==> src/rtl/multicycle_ctrl.sv <==
// Multicycle RV32 subset control FSM: fetch/decode/exec/mem/writeback sequencing,
// memory-ack timeout supervision and a sticky fault state.
module multicycle_ctrl #(
    parameter int MEM_TIMEOUT = 16,
    parameter int CNT_W       = 5
) (
    input  logic        clk,
    input  logic        reset,
    input  logic [31:0] instr,
    input  logic        imem_ack,
    input  logic        dmem_ack,
    input  logic        branch_taken,
    output logic        imem_req,
    output logic        dmem_req,
    output logic        dmem_we,
    output logic        ir_we,
    output logic        pc_we,
    output logic        pc_sel,
    output logic        reg_we,
    output logic        alu_src,
    output logic        mem_to_reg,
    output logic        retire,
    output logic [3:0]  alu_ctrl,
    output logic [2:0]  state,
    output logic        fault,
    output logic [1:0]  fault_cause
);

    typedef enum logic [2:0] {
        S_FETCH  = 3'd0,
        S_DECODE = 3'd1,
        S_EXEC   = 3'd2,
        S_MEM    = 3'd3,
        S_WB     = 3'd4,
        S_FAULT  = 3'd5
    } state_t;

    typedef enum logic [2:0] {
        OP_R, OP_I, OP_LOAD, OP_STORE, OP_BRANCH, OP_JAL
    } op_t;

    state_t           cur;
    op_t              op_class;
    logic [CNT_W-1:0] wait_cnt;

    op_t  dec_class;
    logic dec_valid;
    logic timeout_hit;
    logic [2:0] funct3;
    logic unused_instr_bits;

    assign funct3            = instr[14:12];
    assign unused_instr_bits = ^{instr[31], instr[29:15], instr[11:7]};
    assign state             = cur;

    // The threshold is only meaningful when a nonzero timeout is configured.
    assign timeout_hit = (MEM_TIMEOUT != 0) && (wait_cnt == CNT_W'(MEM_TIMEOUT - 1));

    always_comb begin
        dec_valid = 1'b1;
        dec_class = OP_R;
        case (instr[6:0])
            7'b0110011: dec_class = OP_R;
            7'b0010011: dec_class = OP_I;
            7'b0000011: dec_class = OP_LOAD;
            7'b0100011: dec_class = OP_STORE;
            7'b1100011: dec_class = OP_BRANCH;
            7'b1101111: dec_class = OP_JAL;
            default:    dec_valid = 1'b0;
        endcase
    end

    always_ff @(posedge clk) begin
        if (reset) begin
            cur         <= S_FETCH;
            op_class    <= OP_R;
            wait_cnt    <= '0;
            fault       <= 1'b0;
            fault_cause <= 2'b00;
        end else begin
            case (cur)
                S_FETCH: begin
                    if (imem_ack) begin
                        cur <= S_DECODE;
                    end else if (timeout_hit) begin
                        cur         <= S_FAULT;
                        fault       <= 1'b1;
                        fault_cause <= 2'b01;
                    end else if (MEM_TIMEOUT != 0) begin
                        wait_cnt <= wait_cnt + CNT_W'(1);
                    end
                end
                S_DECODE: begin
                    if (dec_valid) begin
                        op_class <= dec_class;
                        cur      <= S_EXEC;
                    end else begin
                        cur         <= S_FAULT;
                        fault       <= 1'b1;
                        fault_cause <= 2'b11;
                    end
                end
                S_EXEC: begin
                    wait_cnt <= '0;
                    case (op_class)
                        OP_LOAD, OP_STORE: cur <= S_MEM;
                        OP_BRANCH:         cur <= S_FETCH;
                        default:           cur <= S_WB;
                    endcase
                end
                S_MEM: begin
                    if (dmem_ack) begin
                        wait_cnt <= '0;
                        cur      <= (op_class == OP_LOAD) ? S_WB : S_FETCH;
                    end else if (timeout_hit) begin
                        cur         <= S_FAULT;
                        fault       <= 1'b1;
                        fault_cause <= 2'b10;
                    end else if (MEM_TIMEOUT != 0) begin
                        wait_cnt <= wait_cnt + CNT_W'(1);
                    end
                end
                S_WB: begin
                    wait_cnt <= '0;
                    cur      <= S_FETCH;
                end
                S_FAULT: cur <= S_FAULT;
                default: begin
                    cur         <= S_FAULT;
                    fault       <= 1'b1;
                    fault_cause <= 2'b11;
                end
            endcase
        end
    end

    // Strobes follow the current state and latched opcode class; nothing is issued while reset is held.
    always_comb begin
        imem_req   = 1'b0;
        dmem_req   = 1'b0;
        dmem_we    = 1'b0;
        ir_we      = 1'b0;
        pc_we      = 1'b0;
        pc_sel     = 1'b0;
        reg_we     = 1'b0;
        alu_src    = 1'b0;
        mem_to_reg = 1'b0;
        retire     = 1'b0;
        alu_ctrl   = 4'b0000;
        if (!reset) begin
            case (cur)
                S_FETCH: begin
                    imem_req = 1'b1;
                    ir_we    = imem_ack;
                end
                S_EXEC: begin
                    case (op_class)
                        OP_R: alu_ctrl = {instr[30], funct3};
                        OP_I: begin
                            alu_src  = 1'b1;
                            alu_ctrl = {instr[30] & (funct3 == 3'b101), funct3};
                        end
                        OP_LOAD, OP_STORE: alu_src = 1'b1;
                        OP_BRANCH: begin
                            alu_ctrl = 4'b1000;
                            pc_we    = 1'b1;
                            pc_sel   = branch_taken;
                            retire   = 1'b1;
                        end
                        default: ;
                    endcase
                end
                S_MEM: begin
                    dmem_req = 1'b1;
                    dmem_we  = (op_class == OP_STORE);
                    if (dmem_ack && op_class == OP_STORE) begin
                        pc_we  = 1'b1;
                        retire = 1'b1;
                    end
                end
                S_WB: begin
                    reg_we     = 1'b1;
                    mem_to_reg = (op_class == OP_LOAD);
                    pc_we      = 1'b1;
                    pc_sel     = (op_class == OP_JAL);
                    retire     = 1'b1;
                end
                default: ;
            endcase
        end
    end

endmodule

==> config.mk <==
export PLATFORM = sky130hd
export DESIGN_NAME = multicycle_ctrl
export DESIGN_NICKNAME = d
export VERILOG_FILES = /design/src/rtl/multicycle_ctrl.sv
export SDC_FILE = /design/constraint.sdc
export NUM_CORES = 1
export LEC_CHECK = 0
export CORE_UTILIZATION = 30
export CTS_BUF_LIST = sky130_fd_sc_hd__clkbuf_8
export DETAILED_ROUTE_END_ITERATION = 7
export GPL_ROUTABILITY_DRIVEN = 0
export PLACE_DENSITY = 0.65
export SYNTH_ARGS = -nofsm -noshare
export SYNTH_HDL_FRONTEND = slang
export SYNTH_SLANG_ARGS = --single-unit
export TNS_END_PERCENT = 5
==> constraint.sdc <==
create_clock -name clk -period 3.55 [get_ports clk]
set_input_delay 0.71 -clock clk [delete_from_list [all_inputs] [get_ports clk]]
set_output_delay 0.71 -clock clk [all_outputs]
set_load 0.02 [all_outputs]
# After elaboration in Yosys (flattened, before gate mapping)

Cells that the tools add are included.

Add/subtract/negate cells: 1
Equal/unequal tests: 23
Multiplexer cells: 49
Bitwise operators: 2
Reductions and logical operators: 13

Operator list:

| operator              | number |
|---|---|
| $pmux W3 S5           | 2 |
| $mux W1               | 25 |
| $eq A3 B3 Y1 const B  | 5 |
| $mux W3               | 5 |
| $mux W5               | 3 |
| $pmux W5 S3           | 1 |
| $eq A7 B6 Y1 const B  | 2 |
| $eq A7 B7 Y1 const B  | 2 |
| $eq A3 B2 Y1 const B  | 4 |
| $pmux W4 S3           | 1 |
| $mux W2               | 5 |
| $ne A2 B2 Y1 const B  | 5 |
| $mux W4               | 2 |
| $pmux W2 S4           | 1 |
| $eq A7 B2 Y1 const B  | 1 |
| $eq A7 B5 Y1 const B  | 1 |
| $eq A3 B1 Y1 const B  | 2 |
| $logic_not A3 Y1      | 2 |
| $pmux W3 S2           | 1 |
| $reduce_and A6 Y1     | 1 |
| $reduce_or A3 Y1      | 2 |
| $reduce_or A6 Y1      | 1 |
| $add A5 B1 Y5 const B | 1 |
| $eq A5 B4 Y1 const B  | 1 |
| other kinds (10)      | 12 |

Bits in registers: 14
Output and inout port bits: 20
Logic and storage cells: 93

# Depth between registers and ports, before layout

Gate-level depths: netlist of the first run.

Depth in word-level cells: 5
Mapped depth: 6

# Worst setup path after synthesis of the first run

Ideal clock, no wire load.

Path kind: input -> output
Start: in reset
End: out mem_to_reg
Data arrival time: 2.290 ns
Path slack: 0.550 ns
Stages on the path: 3
Path buffers: 1
Path through: clkbuf_1 nor4b_1 nor3b_1

Cells in the longest elaborated chain, start to end: 1

RTL lines:

| element         | line | RTL |
|---|---|---|
| start, declared | 8    | `input logic reset,` |
| $mux W1         | 150  | `if (!reset) begin` |
| end, declared   | 21   | `output logic mem_to_reg,` |

Every way passes these cells.

# Worst setup path after layout of the first run

Start: in reset
End: out alu_ctrl[0]

Cells in the longest elaborated chain, start to end: 1

RTL lines:

| element       | line | RTL |
|---|---|---|
| $mux W4       | 150  |  |
| end, declared | 23   | `output logic [3:0] alu_ctrl,` |

Every way passes these cells.

==> results of run 1 <==
worst min-delay path by stage:
stage | end | slack, ps | cells past startpoint
3_5_place_dp | wait_cnt[4] | 460 | 1
4_1_cts | wait_cnt[4] | 460 | 1
2_1_floorplan | wait_cnt[4] | 430 | 1
5_1_grt | wait_cnt[4] | 480 | 1
3_3_place_gp | wait_cnt[4] | 440 | 1
6_report | fault_cause[0] | 470 | 1
flip-flops by register name (all words and copies together), names as in the netlist:
name,count
wait_cnt,5
op_class,3
state,3
fault_cause,2
fault,1
per-layer routing:
| metal | up-vias | track usage | wire [um] |
|---|---|---|---|
| met5 | - | 0 | 0 |
| met4 | 0 | 0.0731 | 58 |
| met3 | 4 | 0.0216 | 90 |
| met2 | 33 | 0.257 | 1220 |
| met1 | 508 | 0.196 | 1230 |
| li1 | 560 | - | - |
cell usage in the layout (no fill, tap or decap), drive strengths merged, types with 2 or more instances in the layout:
cell type,count
a211oi,3
a21oi,6
a31oi,4
and2,4
and4b,2
buf,2
clkbuf,4
clkdlybuf4s50,35
dfxtp,14
inv,2
nand2,11
nand2b,5
nand3,3
nor2,6
nor2b,5
nor3,5
nor3b,4
nor4,4
nor4b,2
o211ai,2
o21a,2
o21ai,11
o311ai,2
o31ai,2
or2,2
critical path, cell delays in order:
cell             delay (ps)
clkdlybuf4s50_1         550
nor2_1                  210
nand2_1                 100
nor3_1                  230
and2_1                  170
clkdlybuf4s50_1         600
cell families after synthesis:
| family | Yosys count | share of synthesized area |
|---|---|---|
| buffers and inverters | 14 | 0.0604 |
| DFF | 14 | 0.276 |
| AOI/OAI and AO/OA | 43 | 0.290 |
| and+or+nand+nor | 60 | 0.353 |
| xor gates and xnor gates | 1 | 0.00863 |
| adders and majority gates | 1 | 0.0123 |
report_power, final:
group          switching (mW)  internal [mW]  total (mW)
logic                  0.0505         0.0576       0.108
clock network          0.0559         0.0981       0.154
registers              0.0161          0.167       0.183
total                   0.123          0.323       0.445
cell type report:
type,instances,area [um^2],area share
Multi-Input combinational cell,105,673,0.469
Timing Repair Buffer,37,365,0.254
Sequential cell,14,280,0.195
Clock buffer,4,55.1,0.0383
Tap cell,44,55.1,0.0383
Inverter,2,7.51,0.00523
==> metrics.csv, run 1 <==
metric;value;unit
status;finished clean;
Fin. Hold Viols;0;
DP Worst Slack;292;ps
count of final setup violators;0;
antenna violations before repair;0;
ys flop type;dfxtp_1;
total chip power;445;uW
PwrDens;310;nW/um^2
ANT cells;0;
Placed Instances;202;
Post-DRT Antenna Nets;0;
Hold Buf Count CTS;0;
worst r2r src;state[0];
CTS Sinks;14;
vias per cell;5.36;
crit path DAT;2560;ps
crit path from;reset;
Seq/Total Area, Yosys;0.276;
Clock Latency Late Sink;240;ps
FP Rows;20;
maximum number of pins on one net before global-route repair;19;
post-route insts no fill;206;
worst-margin pin slew;572;ps
final core occ;0.459;
GRT Overall Usage;0.155;
synth top area cells;dfxtp_1, o21ai_0, nand2_1, clkbuf_1, nand2b_1;
Reg clk slew, reported paths;60;ps
die width;60.2;um
min-delay src;fault_cause[0];
drt first pass iters;4;
# resized after CTS;0;
first-pass GRT wire length;4.30;mm
crit path time final;3270;ps
FFs w/ async S/R, synth;0;
Startpoint Class;input port;
Slew Limit Fails;0;
P_leak;0.469;nW
die height;60.2;um
HPWL after DPL;1.93;mm
number of synthesized flops with an enable pin;0;
Setup crit end kind;output pin;
DRC;0;
# IOs;57;
final WL;2.60;mm
Synth Warn #;0;
TNS Setup;0;ps
CTS buffer count;3;
period utilization;0.922;
critical path data required time;2840;ps
H-tree depth;1;
vias in the first global route;967;
Avg WL per Cell;12.6;um
worst-path maximum fanout;6;
Die Footprint;3620;um^2
TritonCTS clock tree;built;
Fillers;302;
Core Area;3130;um^2
synth cell count leaders;dfxtp_1, nand2_1, o21ai_0;
Setup CP Type;in -> out;
Via Count;1105;
Area Growth Syn to Fin;41.6;%
Iter 0 DRT Violations;43;
clock tree root buffer cell;clkbuf_8;
f_max;306;MHz
peak supply drop;110;uV
share of the synthesized area in the top cell type;0.276;
Hold/Removal Path Class;reg -> reg;
clock skew;1.27;ps
gr ovfl total;0;
Gate Count Post-Synth;133;
largest area contributor in the netlist;dfxtp_1;
Final #Nets;201;
Design Area, Final;1440;um^2
Worst Slack Setup Final;278;ps
R2R cell count;3;
Yosys reg bits;14;
dpl cell area;1380;um^2
Mapped Area;1010;um^2
r2r setup slk;1610;ps
setup bufs post-CTS;0;
clock tree buffer depth;2;
final hold slack;466;ps
syn avg cell area;7.63;um^2
FF-to-FF End;op_class[0];
Max-slew headroom;0.618;
Initial Util;0.324;
buffers added on ports;35;
RSZ-0062 raised after global routing;false;
library cells used by synthesis;46;
number of max-cap violations;0;
Setup crit end;alu_ctrl[0];
layout cells sized above 1;0.0679;
top-count cell post-synth;dfxtp_1;
Mapped Nets;171;
(Power assumes the default switching activity.)
==> run 2: changes to the inputs <==
Settings changed: SKIP_LAST_GASP set to 1.
==> results of run 2 <==
Final layout, timing and power as in run 1 (identical DEF).
